`config.mk`:
```
export PLATFORM = sky130hd
export DESIGN_NAME = memory_responder_flat
export DESIGN_NICKNAME = d
export VERILOG_FILES = /design/src/rtl/memory_responder_pkg.sv /design/src/rtl/memory_responder_if.sv /design/src/rtl/memory_responder_ip_counter.sv /design/src/rtl/memory_responder.sv /design/src/flat_wrapper.sv
export SDC_FILE = /design/constraint.sdc
export NUM_CORES = 1
export LEC_CHECK = 0
export CORE_MARGIN = 4
export CORE_UTILIZATION = 40
export CTS_CLUSTER_SIZE = 14
export DETAILED_ROUTE_END_ITERATION = 6
export PLACE_DENSITY = 0.71
export SLEW_MARGIN = 20
export SYNTH_ARGS = -nofsm -noshare
export SYNTH_HDL_FRONTEND = slang
export SYNTH_SLANG_ARGS = --single-unit
export TNS_END_PERCENT = 10
```
`constraint.sdc`:
```
create_clock -name clk -period 1.7 [get_ports clk]
set_input_delay 0.51 -clock clk [delete_from_list [all_inputs] [get_ports clk]]
set_output_delay 0.51 -clock clk [all_outputs]
set_load 0.01 [all_outputs]
```
`src/rtl/memory_responder_pkg.sv`:
```
// rtl/memory_responder_pkg.sv - shared widths, state encoding and command types for memory_responder
package memory_responder_pkg;

   localparam int DEFAULT_DATA_WIDTH = 8;
   localparam int DEFAULT_ADDR_WIDTH = 8;
   localparam int DEFAULT_TIMEOUT    = 15;

   // Wide enough for any TIMEOUT in 1..255
   localparam int TMO_CNT_WIDTH = 8;

   typedef enum logic {
      ST_IDLE = 1'b0,
      ST_BUSY = 1'b1
   } state_t;

   // Per-command routing and IP-update flags captured when a command is accepted
   typedef struct packed {
      logic ir;
      logic bus0;
      logic bus1;
      logic hold;
      logic jump_sel;
   } route_t;

   // A command is legal only when exactly one of read/write is requested
   function automatic logic is_single_command(input logic rd, input logic wr);
      return rd ^ wr;
   endfunction

endpackage

```
`src/rtl/memory_responder_if.sv`:
```
// rtl/memory_responder_if.sv - single-port SRAM request/ack bus between responder and memory
interface memory_responder_if
   import memory_responder_pkg::*;
#(
   parameter int DATA_WIDTH = DEFAULT_DATA_WIDTH,
   parameter int ADDR_WIDTH = DEFAULT_ADDR_WIDTH
) ();

   logic                  req;
   logic                  we;
   logic [ADDR_WIDTH-1:0] addr;
   logic [DATA_WIDTH-1:0] wdata;
   logic                  ack;
   logic [DATA_WIDTH-1:0] rdata;

   modport master (
      output req, we, addr, wdata,
      input  ack, rdata
   );

   modport slave (
      input  req, we, addr, wdata,
      output ack, rdata
   );

endinterface

```
`src/rtl/memory_responder_ip_counter.sv`:
```
// rtl/memory_responder_ip_counter.sv - instruction pointer register with clear, load and wrapping increment
module memory_responder_ip_counter
   import memory_responder_pkg::*;
#(
   parameter int ADDR_WIDTH = DEFAULT_ADDR_WIDTH
) (
   input  logic                  clk,
   input  logic                  rst_n,
   input  logic                  clear,
   input  logic                  load,
   input  logic [ADDR_WIDTH-1:0] load_value,
   input  logic                  inc,
   output logic [ADDR_WIDTH-1:0] ip
);

   // Clear beats load beats increment; increment wraps naturally at all-ones
   always_ff @(posedge clk) begin
      if (!rst_n) begin
         ip <= '0;
      end else if (clear) begin
         ip <= '0;
      end else if (load) begin
         ip <= load_value;
      end else if (inc) begin
         ip <= ip + 1'b1;
      end
   end

endmodule

```
`src/rtl/memory_responder.sv`:
```
// rtl/memory_responder.sv - decoder-driven SRAM responder owning IP, IR and raw bus registers
module memory_responder
   import memory_responder_pkg::*;
#(
   parameter int DATA_WIDTH = DEFAULT_DATA_WIDTH,
   parameter int ADDR_WIDTH = DEFAULT_ADDR_WIDTH,
   parameter int TIMEOUT    = DEFAULT_TIMEOUT
) (
   input  logic                  clk,
   input  logic                  rst_n,
   input  logic                  i_memory_address_source,
   input  logic                  i_memory_read_enable,
   input  logic                  i_memory_write_enable,
   input  logic                  i_hold_ip_flag,
   input  logic                  i_reset_ip,
   input  logic                  i_select_jump_address,
   input  logic                  i_jump_condition,
   input  logic                  i_ir_enable,
   input  logic                  i_raw_bus_0_wen,
   input  logic                  i_raw_bus_1_wen,
   input  logic [ADDR_WIDTH-1:0] i_operand_address,
   input  logic [DATA_WIDTH-1:0] i_write_data,
   memory_responder_if.master    sram,
   output logic [ADDR_WIDTH-1:0] o_ip,
   output logic [DATA_WIDTH-1:0] o_ir,
   output logic [DATA_WIDTH-1:0] o_raw_bus_0,
   output logic [DATA_WIDTH-1:0] o_raw_bus_1,
   output logic                  o_stall,
   output logic                  o_error
);

   localparam logic [TMO_CNT_WIDTH-1:0] TMO_LAST = TMO_CNT_WIDTH'(TIMEOUT - 1);

   state_t                     state_q;
   state_t                     state_d;
   logic [TMO_CNT_WIDTH-1:0]   tmo_cnt_q;
   logic [ADDR_WIDTH-1:0]      addr_q;
   logic [DATA_WIDTH-1:0]      wdata_q;
   logic                       we_q;
   route_t                     route_q;
   logic                       error_q;
   logic                       busy_req;

   logic                       cmd_valid;
   logic                       cmd_illegal;
   logic                       accept;
   logic                       ack_take;
   logic                       tmo_fire;
   logic                       ip_load;
   logic                       ip_inc;

   assign cmd_valid   = is_single_command(i_memory_read_enable, i_memory_write_enable);
   assign cmd_illegal = i_memory_read_enable & i_memory_write_enable;

   // reset_ip suppresses both command acceptance and ack handling
   assign accept   = (state_q == ST_IDLE) && !i_reset_ip && cmd_valid;
   assign ack_take = (state_q == ST_BUSY) && !i_reset_ip && sram.ack;
   // An ack on the limit cycle completes the access instead of timing out
   assign tmo_fire = (state_q == ST_BUSY) && !i_reset_ip && !sram.ack && (tmo_cnt_q == TMO_LAST);

   // State register
   always_ff @(posedge clk) begin
      if (!rst_n) begin
         state_q <= ST_IDLE;
      end else begin
         state_q <= state_d;
      end
   end

   // Next-state: accept a legal command, leave BUSY on reset_ip, ack or timeout
   always_comb begin
      state_d = state_q;
      case (state_q)
         ST_IDLE: begin
            if (accept) begin
               state_d = ST_BUSY;
            end
         end
         ST_BUSY: begin
            if (i_reset_ip || sram.ack || (tmo_cnt_q == TMO_LAST)) begin
               state_d = ST_IDLE;
            end
         end
         default: state_d = ST_IDLE;
      endcase
   end

   // Outputs decoded from the state register only, so no decoder-to-SRAM path exists
   always_comb begin
      busy_req = 1'b0;
      o_stall  = 1'b0;
      if (state_q == ST_BUSY) begin
         busy_req = 1'b1;
         o_stall  = 1'b1;
      end
   end

   // Counts BUSY cycles without ack; cleared whenever the access ends or has not started
   always_ff @(posedge clk) begin
      if (!rst_n) begin
         tmo_cnt_q <= '0;
      end else if ((state_q == ST_BUSY) && (state_d == ST_BUSY)) begin
         tmo_cnt_q <= tmo_cnt_q + 1'b1;
      end else begin
         tmo_cnt_q <= '0;
      end
   end

   // Command latch: SRAM address/data/direction and routing held for the whole access
   always_ff @(posedge clk) begin
      if (!rst_n) begin
         addr_q  <= '0;
         wdata_q <= '0;
         we_q    <= 1'b0;
         route_q <= '0;
      end else if (accept) begin
         addr_q           <= i_memory_address_source ? i_operand_address : o_ip;
         wdata_q          <= i_write_data;
         we_q             <= i_memory_write_enable;
         route_q.ir       <= i_ir_enable;
         route_q.bus0     <= i_raw_bus_0_wen;
         route_q.bus1     <= i_raw_bus_1_wen;
         route_q.hold     <= i_hold_ip_flag;
         route_q.jump_sel <= i_select_jump_address;
      end
   end

   // Read data lands in every register its command routed it to
   always_ff @(posedge clk) begin
      if (!rst_n) begin
         o_ir        <= '0;
         o_raw_bus_0 <= '0;
         o_raw_bus_1 <= '0;
      end else if (ack_take && !we_q) begin
         if (route_q.ir) begin
            o_ir <= sram.rdata;
         end
         if (route_q.bus0) begin
            o_raw_bus_0 <= sram.rdata;
         end
         if (route_q.bus1) begin
            o_raw_bus_1 <= sram.rdata;
         end
      end
   end

   // One-cycle error pulse for a read+write request or an access that timed out
   always_ff @(posedge clk) begin
      if (!rst_n) begin
         error_q <= 1'b0;
      end else begin
         error_q <= ((state_q == ST_IDLE) && !i_reset_ip && cmd_illegal) || tmo_fire;
      end
   end

   // Jumps only happen on reads; writes with jump-select still just increment
   assign ip_load = ack_take && !route_q.hold && route_q.jump_sel && i_jump_condition && !we_q;
   assign ip_inc  = ack_take && !route_q.hold && !ip_load;

   memory_responder_ip_counter #(
      .ADDR_WIDTH (ADDR_WIDTH)
   ) u_ip_counter (
      .clk        (clk),
      .rst_n      (rst_n),
      .clear      (i_reset_ip),
      .load       (ip_load),
      .load_value (sram.rdata[ADDR_WIDTH-1:0]),
      .inc        (ip_inc),
      .ip         (o_ip)
   );

   assign sram.req   = busy_req;
   assign sram.we    = we_q;
   assign sram.addr  = addr_q;
   assign sram.wdata = wdata_q;
   assign o_error    = error_q;

endmodule

```
`src/flat_wrapper.sv`:
```
// flat-port wrapper written by rule: the top's interface ports become plain ports
module memory_responder_flat import memory_responder_pkg::*;
#(
   parameter int DATA_WIDTH = DEFAULT_DATA_WIDTH,
   parameter int ADDR_WIDTH = DEFAULT_ADDR_WIDTH,
   parameter int TIMEOUT    = DEFAULT_TIMEOUT
)
  (clk, rst_n, i_memory_address_source, i_memory_read_enable, i_memory_write_enable, i_hold_ip_flag, i_reset_ip, i_select_jump_address, i_jump_condition, i_ir_enable, i_raw_bus_0_wen, i_raw_bus_1_wen, i_operand_address, i_write_data, o_ip, o_ir, o_raw_bus_0, o_raw_bus_1, o_stall, o_error, sram_req, sram_we, sram_addr, sram_wdata, sram_ack, sram_rdata);
  memory_responder_if #(.DATA_WIDTH(DATA_WIDTH), .ADDR_WIDTH(ADDR_WIDTH)) sram_i ();
  input  logic clk;
  input  logic rst_n;
  input  logic i_memory_address_source;
  input  logic i_memory_read_enable;
  input  logic i_memory_write_enable;
  input  logic i_hold_ip_flag;
  input  logic i_reset_ip;
  input  logic i_select_jump_address;
  input  logic i_jump_condition;
  input  logic i_ir_enable;
  input  logic i_raw_bus_0_wen;
  input  logic i_raw_bus_1_wen;
  input  logic [ADDR_WIDTH-1:0] i_operand_address;
  input  logic [DATA_WIDTH-1:0] i_write_data;
  output logic [ADDR_WIDTH-1:0] o_ip;
  output logic [DATA_WIDTH-1:0] o_ir;
  output logic [DATA_WIDTH-1:0] o_raw_bus_0;
  output logic [DATA_WIDTH-1:0] o_raw_bus_1;
  output logic o_stall;
  output logic o_error;
  output wire logic [$bits(sram_i.req)-1:0] sram_req;
  output wire logic [$bits(sram_i.we)-1:0] sram_we;
  output wire logic [$bits(sram_i.addr)-1:0] sram_addr;
  output wire logic [$bits(sram_i.wdata)-1:0] sram_wdata;
  input wire logic [$bits(sram_i.ack)-1:0] sram_ack;
  input wire logic [$bits(sram_i.rdata)-1:0] sram_rdata;
  assign sram_req = sram_i.req;
  assign sram_we = sram_i.we;
  assign sram_addr = sram_i.addr;
  assign sram_wdata = sram_i.wdata;
  assign sram_i.ack = sram_ack;
  assign sram_i.rdata = sram_rdata;
  memory_responder #(.DATA_WIDTH(DATA_WIDTH), .ADDR_WIDTH(ADDR_WIDTH), .TIMEOUT(TIMEOUT)) u_core (.clk(clk), .rst_n(rst_n), .i_memory_address_source(i_memory_address_source), .i_memory_read_enable(i_memory_read_enable), .i_memory_write_enable(i_memory_write_enable), .i_hold_ip_flag(i_hold_ip_flag), .i_reset_ip(i_reset_ip), .i_select_jump_address(i_select_jump_address), .i_jump_condition(i_jump_condition), .i_ir_enable(i_ir_enable), .i_raw_bus_0_wen(i_raw_bus_0_wen), .i_raw_bus_1_wen(i_raw_bus_1_wen), .i_operand_address(i_operand_address), .i_write_data(i_write_data), .sram(sram_i), .o_ip(o_ip), .o_ir(o_ir), .o_raw_bus_0(o_raw_bus_0), .o_raw_bus_1(o_raw_bus_1), .o_stall(o_stall), .o_error(o_error));
endmodule
```
# ---- Word-level counts from Yosys, hierarchy flattened
# Index checks and enable logic that the tools add are counted.
dict set report word_totals {
  register_bits 64
  input_bits 37
  output_inout_bits 52
  wordCells 57
}
dict set report op_classes {
  add_sub_neg 2
  n_eq_ne 1
  mux 7
  bitwise 4
  reduce_logical 28
}
# cell n
set op_table {}
lappend op_table {{8-bit two-way mux} 3}
lappend op_table {{8-bit by 1-bit adder with 8-bit output, second input constant} 2}
lappend op_table {{1-bit logical AND} 14}
lappend op_table {{8-bit by 4-bit equality test with 1-bit output, second input constant} 1}
lappend op_table {{2-bit AND reduction} 4}
lappend op_table {{1-bit logical NOT} 5}
lappend op_table {{1-bit logical OR} 3}
lappend op_table {{1-bit two-way mux} 3}
lappend op_table {{1-bit inverter} 2}
lappend op_table {{1-bit case mux with 2 select lines} 1}
lappend op_table {{2-bit nonzero test} 1}
lappend op_table {{2-bit OR reduction} 1}
lappend op_table {{1-bit bitwise AND} 1}
lappend op_table {{1-bit bitwise XOR} 1}

# ---- Depth between registers and ports, before layout
# Gate-level depths: netlist (run 1).
dict set report depth {
  word_depth 11
  ltp_mapped 6
}

# ---- Hierarchy
# Synthesis (run 1) repeated with hierarchy kept, for this count alone.
dict set report hier_totals {
  cells_unflattened 290
  area_unflattened_um2 2703.8
}
# mod instances cells_per_inst area_each_um2 seq_area_each_um2
set modules_own_cells {}
lappend modules_own_cells {memory_responder 1 241 2269.7 1121.1}
lappend modules_own_cells {memory_responder_ip_counter 1 49 434.2 160.2}

# ---- Worst setup path after synthesis (run 1)
# OpenSTA, ideal clock, no wires.
dict set report synth_path {
  path_type {input to register}
  from {in i_memory_read_enable}
  to {reg u_core.addr_q[0] (netlist: u_core.sram.addr[0])}
  setup_time_ps 116
  arrival_ps 1375
  required_ps 1584
  slack_ps 208
  stages 5
  n_path_buf 2
  cell_sequence {ha_1 and2_1 clkbuf_2 buf_2 o211a_1}
}
dict set report synth_via {
  elab_chain_len 2
}
# element line_no
set synth_lines {}
lappend synth_lines {{start: declaration} flat_wrapper.sv:13} ;# input logic i_memory_read_enable;
lappend synth_lines {{1-bit bitwise XOR} memory_responder_pkg.sv:27} ;# return rd ^ wr;
lappend synth_lines {{1-bit logical AND} memory_responder.sv:56} ;# assign accept = (state_q == ST_IDLE) && !i_reset_ip && cmd_valid;
lappend synth_lines {{end signal: assignment} memory_responder.sv:117} ;# addr_q <= i_memory_address_source ? i_operand_address : o_ip;
lappend synth_lines {{end: declaration} memory_responder.sv:37} ;# logic [ADDR_WIDTH-1:0] addr_q;
# No other way between the ends.
# A chain may end at the register's enable or synchronous reset.

# ---- Worst setup path after layout (run 1)
dict set report layout_path {
  from {in i_reset_ip}
  to {reg u_core.o_raw_bus_0[7]}
}
dict set report layout_via {
  elab_chain_len 5
}
# element line_no
set layout_lines {}
lappend layout_lines {{start: declaration} flat_wrapper.sv:16} ;# input logic i_reset_ip;
lappend layout_lines {{1-bit logical NOT} memory_responder.sv:57} ;# assign ack_take = (state_q == ST_BUSY) && !i_reset_ip && sram.ack;
lappend layout_lines {{1-bit logical AND (2 in a row)} memory_responder.sv:57}
lappend layout_lines {{1-bit logical AND} memory_responder.sv:134} ;# end else if (ack_take && !we_q) begin
lappend layout_lines {{2-bit AND reduction (no line)} n/a}
lappend layout_lines {{end signal: assignment} memory_responder.sv:139} ;# o_raw_bus_0 <= sram.rdata;
lappend layout_lines {{end: declaration} memory_responder.sv:26} ;# output logic [DATA_WIDTH-1:0] o_raw_bus_0,
# No other way between the ends.

==> results of run 1 <==
power by group through the flow:
stage / Sequential [mW] / Combinational, mW / Clock, mW
floorplan: 1.61 / 0.145 / 0
global placement: 1.60 / 0.390 / 0
detailed placement: 1.60 / 0.396 / 0
CTS: 1.56 / 0.375 / 1.25
global route: 1.57 / 0.405 / 1.34
finish: 1.56 / 0.371 / 1.22
cells in the final DEF (no fill, tap or decap), drive strengths merged:
master and count:
a211oi 1, a21boi 39, a21oi 3, a22o 3, a31oi 1, a32o 4
and2 4, and3 5, and3b 1, and4bb 1, buf 33, bufinv 1
clkbuf 12, clkdlybuf4s50 36, clkinv 3, dfxtp 64, dlygate4sd2 52, ha 4
inv 1, mux2i 9, nand2 69, nand2b 2, nand3 28, nand4 4
nor2 14, nor2b 3, nor3b 3, nor4 1, nor4b 1, nor4bb 1
o2111a 1, o211a 8, o21ai 8, o31ai 1, xnor2 1, xor2 5
Yosys cell counts (all sizes together), types with 2 or more instances:
library cell / instances / area share, %
a21boi: 39 / 11
a21oi: 3 / 0.55
a22o: 3 / 0.96
a32o: 4 / 1.5
and2: 4 / 0.91
and3: 5 / 1.1
buf: 11 / 2.3
clkbuf: 11 / 1.6
dfxtp: 64 / 47
ha: 4 / 1.8
mux2i: 9 / 3.3
nand2: 69 / 9.4
nand2b: 2 / 0.46
nand3: 28 / 5.1
nand4: 4 / 0.91
nor2: 14 / 1.9
nor2b: 3 / 0.68
nor3b: 3 / 0.82
o211a: 8 / 2.9
o21ai: 8 / 1.5
xor2: 5 / 1.6
metrics by stage:
stage	power, mW	instances	setup TNS (ns)	hold slack [ns]	util [%]
4_1_cts	3.187	504	0	0.4507	62.28
6_report	3.153	504	-0.01040	0.4487	62.28
5_1_grt	3.309	504	-1.222	0.4695	62.28
3_3_place_gp	1.988	488	-14.08	0.4396	60.47
3_5_place_dp	1.995	488	-15.37	0.4426	60.47
2_1_floorplan	1.752	312	0	0.4306	-
metal layers:
| layer | vias to the layer above | routed length (µm) |
|---|---|---|
| met5 | - | 0 |
| met4 | 0 | 143 |
| met3 | 14 | 602 |
| met2 | 86 | 3528 |
| met1 | 1208 | 3050 |
| li1 | 1305 | - |
cells by family after synthesis:
| family | Yosys count | share of synthesized area, % |
|---|---|---|
| flip-flops | 64 | 46.69 |
| adder cells (fa/ha/maj) | 4 | 1.824 |
| AO/OA/AOI/OAI | 69 | 19.20 |
| AND/OR/NAND/NOR | 137 | 23.07 |
| multiplexers | 9 | 3.283 |
| buffers and inverters | 23 | 4.013 |
| XOR/XNOR | 6 | 1.915 |
sequential cells by signal (all words and copies together) (netlist names):
name and flops:
u_core.route_q 5, u_core.tmo_cnt_q 8, u_core.o_raw_bus_1 8, u_core.state_q 1, u_core.sram.addr 8, u_core.u_ip_counter.ip 8, u_core.o_raw_bus_0 8, u_core.sram.wdata 8
u_core.o_error 1, u_core.sram.we 1, u_core.o_ir 8
worst paths after layout:
| kind | from | endpoint | slack, ns | cells past startpoint |
|---|---|---|---|---|
| max | i_reset_ip | u_core.o_raw_bus_0[7] | -0.01 | 6 |
| min | u_core.sram.wdata[1] | u_core.sram.wdata[1] | 0.45 | 2 |
| max reg2reg | u_core.sram.we | u_core.u_ip_counter.ip[7] | 0.20 | 5 |
| min reg2reg | u_core.sram.wdata[1] | u_core.sram.wdata[1] | 0.45 | 2 |
tightest hold or removal path, cell delays in order, from the launching register on:
cell      delay [ns]
dfxtp_1         0.31
nand2_1         0.05
a21boi_1        0.05
final cells by class:
class | count | area, µm² | share of cell area [%]
well taps | 77 | 96.34 | 2.382
clock buffers | 12 | 135.1 | 3.341
clock inverters | 4 | 45.04 | 1.114
multi-input cells | 225 | 1368 | 33.81
flip-flops and latches | 64 | 1284 | 31.74
inverters | 1 | 3.754 | 0.09279
repair buffers | 121 | 1114 | 27.53
==> metrics.md, run 1 <==
| Metric | Value |
|---|---|
| Number of buffers added for setup after CTS | 0 |
| Critical path capture point type | register |
| Remaining design rule violation count | 0 |
| Share of synthesized area occupied by flip-flops and latches | 46.69% |
| Combinational fraction of design power | 11.8% |
| CTS clock-pin slew for the worst setup and hold paths | 0.07 ns |
| Clock H-tree levels | 3 |
| TritonCTS clock tree | yes |
| Net switching power figure | 0.7325 mW |
| Violations in the final reports | setup timing |
| Total wirelength of the detailed-routed design | 7325 µm |
| Run status | complete, but fails checks |
| Final WS setup | -0.01040 ns |
| Post-route ant nets | 0 |
| Number of buffers created by CTS | 9 |
| Max-cap check violation count | 0 |
| Number of vias in the routed layout | 2613 |
| Power density normalized to cell area | 779.5 nW/µm² |
| Y dimension of the die | 90.83 µm |
| Half-perimeter wire length of the detailed placement result | 5484 µm |
| Later-pin clock latency in the skew report | 0.34 ns |
| Yosys synthesis warning count | 0 |
| Worst EP arrival | 1.94 ns |
| Sequential fraction of design power | 49.6% |
| Required @ worst endpoint | 1.93 ns |
| Net Sw Frac | 23.23% |
| Cell area after synthesis | 2744 µm² |
| Final count of pins violating max slew | 0 |
| Number of standard cells after synthesis | 312 |
| Fraction of final layout cells with drive strength greater than 1 | 11.71% |
| Dpl cell area | 3928 µm² |
| Initial Util | 42.25% |
| Global Route met3 Usage | 8.000% |
| Pin count of the biggest net entering global routing | 33 |
| Number of failing hold endpoints at the final stage | 0 |
| Flops & latches, synth | 64 |
| ANT cells | 0 |
| Average vias per placed instance | 5.185 |
| Cell chain of the critical path | clkdlybuf4s50_1, nor4bb_4, buf_4, nand2_1, nand2_1, a21boi_1 |
| Number of nets at the end of the flow | 463 |
| Count of buffer and inverter cells on the critical path | 2 |
| Count of TritonRoute iterations in the first routing pass | 4 |
| Cell occurring most often along the worst timing path | nand2_1 |
| Most used routing layer | met2 |
| Slew at the pin closest to its max-slew limit | 0.3973 ns |
| Routing usage on met1 | 20.14% |
| Static power due to leakage | 1.836 nW |
| Global-route wire length before repair | 12390 µm |
| Critical Path Fanout Max | 8 |
| Worst IR Drop VDD | 0.5419 mV |
| Upper clock frequency limit | 584.7 MHz |
| # hold bufs at CTS | 0 |
| Worst setup skew after layout | 0.004120 ns |
| Number of synthesized flops with an enable pin | 0 |
| Startpoint Class | input port |
| Final standard cell area without fillers | 4045 µm² |
| Clock Power Share | 38.6% |
| Shortest clock period the worst path allows after layout | 1.710 ns |
| Total of cells resized after clock tree synthesis | 55 |
| Quantity of I/O buffers inserted on ports | 88 |
| Ports placed on the boundary | 89 |
| Die Span X | 90.83 µm |
| Final Wtd Congestion | 0.8014 |
| Number of antenna violations at the first check in global routing | 0 |
| Place WS | -0.3881 ns |
| Total global-route track usage | 18.47% |
| Distinct cell type count after synthesis | 38 |
| Worst hold path class | reg2reg |
| Int Power | 2.421 mW |
| Placeable Area | 6495 µm² |
| Crit path max-delay family | buffers and inverters |
| Setup violators final | 1 |
| Async set-or-reset flop fraction in the synthesized netlist | 0% |
| Fillers | 598 |
| Setup repair after global routing missed its margin | yes |
| Layout overhead on the synthesized area | 47.42% |
| Count of standard-cell rows | 29 |
| Clock sink count | 64 |
| Normalized max-slew margin | 73.27% |
| Die Footprint | 8249 µm² |
| Standard cell with the maximum stage delay on the critical path | clkdlybuf4s50_1 |
| Residual overflow from global routing | 0 |
| Number of nets in the synthesized netlist | 353 |
| Fraction of met2 tracks used by global routing | 31.07% |
| Category of the most critical setup path | in2reg |
| Vias in the first global route | 2713 |
| Synthesized area per cell | 8.794 µm² |
| Maximum cell stage delay along the critical path | 0.51 ns |
| 1st-iter DRT viols | 75 |
| Commonest register cell after synthesis | dfxtp_1 |
| Final Cycle Share | 100.6% |
| Buffers from clock root to sink, at most | 2 |
| Routed length per placed instance | 14.53 µm |
| Root buffer cell | clkbuf_8 |
(Power assumes the default switching activity.)
==> inputs of run 2 (changes only) <==
--- a/config.mk
+++ b/config.mk
@@ -9,7 +9,8 @@
 export CORE_UTILIZATION = 40
 export CTS_CLUSTER_SIZE = 14
 export DETAILED_ROUTE_END_ITERATION = 6
-export PLACE_DENSITY = 0.71
+export DONT_BUFFER_PORTS = 1
+export GPL_ROUTABILITY_DRIVEN = 0
 export SLEW_MARGIN = 20
 export SYNTH_ARGS = -nofsm -noshare
 export SYNTH_HDL_FRONTEND = slang
==> metrics.md, run 2 (synthesis results as in run 1) <==
| Metric | Value |
|---|---|
| Worst hold path class | in2reg |
| Pin count of the biggest net entering global routing | 52 (+58%) |
| Clock H-tree levels | 3 (unchanged) |
| Ports placed on the boundary | 89 (unchanged) |
| Number of failing hold endpoints at the final stage | 0 (unchanged) |
| Area occupied by multi-input gates | 1368 µm² (unchanged) |
| Maximum cell stage delay along the critical path | 0.39 ns (-0.12 ns) |
| Setup violators final | 0 (-1) |
| Total of cells resized after clock tree synthesis | 0 (-100%) |
| Placeable Area | 6495 µm² (unchanged) |
| Final Cycle Share | 92.65% (-8.0 points) |
| Cell depth of the worst flop-to-flop path | 4 (-1) |
| Total wirelength of the detailed-routed design | 6578 µm (-10%) |
| Buffers from clock root to sink, at most | 2 (unchanged) |
| Final WS setup | 0.1249 ns (+0.1353 ns) |
| Global-route wire length before repair | 10710 µm (-14%) |
| Quantity of I/O buffers inserted on ports | 0 (-100%) |
| Number of vias in the routed layout | 2178 (-17%) |
| Place WS | 0.04628 ns (+0.4344 ns) |
| Final TNS setup | 0 ns (+0.01040 ns) |
| Hold Crit Start | i_select_jump_address |
| 1st-iter DRT viols | 98 (+31%) |
| Startpoint Class | register |
| Category of the most critical setup path | reg2reg |
| Count of buffer and inverter cells on the critical path | 1 (-1) |
| Worst EP arrival | 1.79 ns (-0.15 ns) |
| Number of buffers added for setup after CTS | 0 (unchanged) |
| Critical Path Fanout Max | 18 (+10) |
| Root buffer cell | clkbuf_8 |
| Normalized max-slew margin | 61.15% (-12 points) |
| Setup repair after global routing missed its margin | no |
| Clock sink count | 64 (unchanged) |
| Fillers | 630 (+5.4%) |
| Count of standard-cell rows | 29 (unchanged) |
| Total Power | 2.915 mW (-7.5%) |
| Reg-to-Reg End | u_core.u_ip_counter.ip[5] |
| Run status | finished, final reports clean |
| Remaining design rule violation count | 0 (unchanged) |
| Die Footprint | 8249 µm² (unchanged) |
| Final count of pins violating max slew | 0 (unchanged) |
| Startpoint of the worst-slack reg-to-reg timing path | u_core.sram.we |
| Total global-route track usage | 16.25% (-2.2 points) |
| Power density normalized to cell area | 956.9 nW/µm² (+23%) |
| Layout overhead on the synthesized area | 11.04% |
| Average vias per placed instance | 5.500 (+6.1%) |
| Fraction of final layout cells with drive strength greater than 1 | 8.805% (-2.9 points) |
| Cell chain of the critical path | and3b_1, buf_4, a22o_1, a32o_1 |
| Max-cap check violation count | 0 (unchanged) |
| Residual overflow from global routing | 0 (unchanged) |
| Standard cell with the maximum stage delay on the critical path | dfxtp_1 |
| Upper clock frequency limit | 634.9 MHz (+8.6%) |
| Worst IR Drop VDD | 0.3947 mV (-27%) |
| Most frequent standard cell in the layout excluding fill and tap cells | nand2_1 |
| TritonCTS clock tree | yes |
| # hold bufs at CTS | 0 (unchanged) |
| Count of TritonRoute iterations in the first routing pass | 4 (unchanged) |
| Later-pin clock latency in the skew report | 0.33 ns (about the same) |
| Half-perimeter wire length of the detailed placement result | 4655 µm (-15%) |
| Number of buffers created by CTS | 9 (unchanged) |
| Initial Util | 42.25% (unchanged) |
| Worst hold path depth | 2 (unchanged) |
| Shortest clock period the worst path allows after layout | 1.575 ns (-0.1353 ns) |
| Required @ worst endpoint | 1.92 ns (about the same) |
| Register cell area after layout | 1281 µm² (-0.19%) |
| Worst setup skew after layout | 0.008009 ns (+0.003888 ns) |
| End point of the most critical hold path | u_core.route_q[0] |
| Slew at the pin closest to its max-slew limit | 0.5828 ns (+0.1854 ns) |
| Die Span X | 90.83 µm (unchanged) |
| Post-route ant nets | 0 (unchanged) |
| Commonest non-fill, non-tap cells in the layout | nand2_1 (69), dfxtp_1 (64), a21boi_1 (35), nand3_1 (28), nor2_1 (14) |
| Vias in the first global route | 2064 (-24%) |
| Number of antenna violations at the first check in global routing | 1 (+1) |
| Worst-case register-to-register setup slack | 0.12 ns (-0.08 ns) |
| Routed length per placed instance | 16.61 µm (+14%) |
| CTS clock-pin slew for the worst setup and hold paths | 0.07 ns (about the same) |
| Static power due to leakage | 1.166 nW (-36%) |
| Crit path max-delay family | compound AO/OA/AOI/OAI gates |
| Y dimension of the die | 90.83 µm (unchanged) |
| Critical path capture point type | register |
| Number of nets at the end of the flow | 355 (-23%) |
-- run 2: how the worst max path moves through the flow --
stage	startpoint	slack, ns	depth (start not counted)	to
CTS	u_core.sram.we	0.13	4	u_core.u_ip_counter.ip[5]
finish	u_core.sram.we	0.12	4	u_core.u_ip_counter.ip[5]
global route	u_core.sram.we	0.01	3	u_core.u_ip_counter.ip[6]
detailed placement	i_jump_condition	0.05	4	u_core.u_ip_counter.ip[5]
global placement	i_jump_condition	0.1	4	u_core.u_ip_counter.ip[5]
floorplan	i_memory_read_enable	0.21	5	u_core.sram.addr[0]
-- run 2: layout make-up --
| cell class | count | share of cell area (%) |
|---|---|---|
| flip-flops and latches | 64 | 42.05 |
| clock buffers | 12 | 5.092 |
| multi-input cells | 225 | 44.89 |
| well taps | 77 | 3.162 |
| clock inverters | 3 | 0.5749 |
| inverters | 1 | 0.1232 |
| repair buffers | 13 | 4.025 |
| diodes | 1 | 0.08214 |
-- run 2: per-stage QoR --
step	hold slack (ns)	utilization (%)	cells	area, µm²
4_1_cts	0.2851	46.87	395	3044
3_3_place_gp	0.4416	44.21	380	2872
5_1_grt	0.2990	46.91	396	3047
6_report	0.3032	46.91	396	3047
2_1_floorplan	0.4306	-	312	2744
3_5_place_dp	0.4442	44.21	380	2872
-- run 2: worst register-to-register path, delay by kind of cell (launching register included) --
family,cells,cell delay [ns]
DFF,1,0.39
and+or+nand+nor,1,0.39
buffers and inverters,1,0.25
AOI/OAI and AO/OA,2,0.43
-- run 2: power breakdown --
part	switching [mW]	total [mW]	internal [mW]
registers	0.0455	1.58	1.54
logic	0.0782	0.162	0.0834
clock network	0.573	1.17	0.597
total	0.697	2.92	2.22
-- run 2: routing by layer --
metal	up-vias	track usage, %	wire length, µm
li1	1086	-	-
met1	1005	20.24	2969
met2	73	24.83	2961
met3	14	5.833	510
met4	0	7.915	136
met5	-	0	0
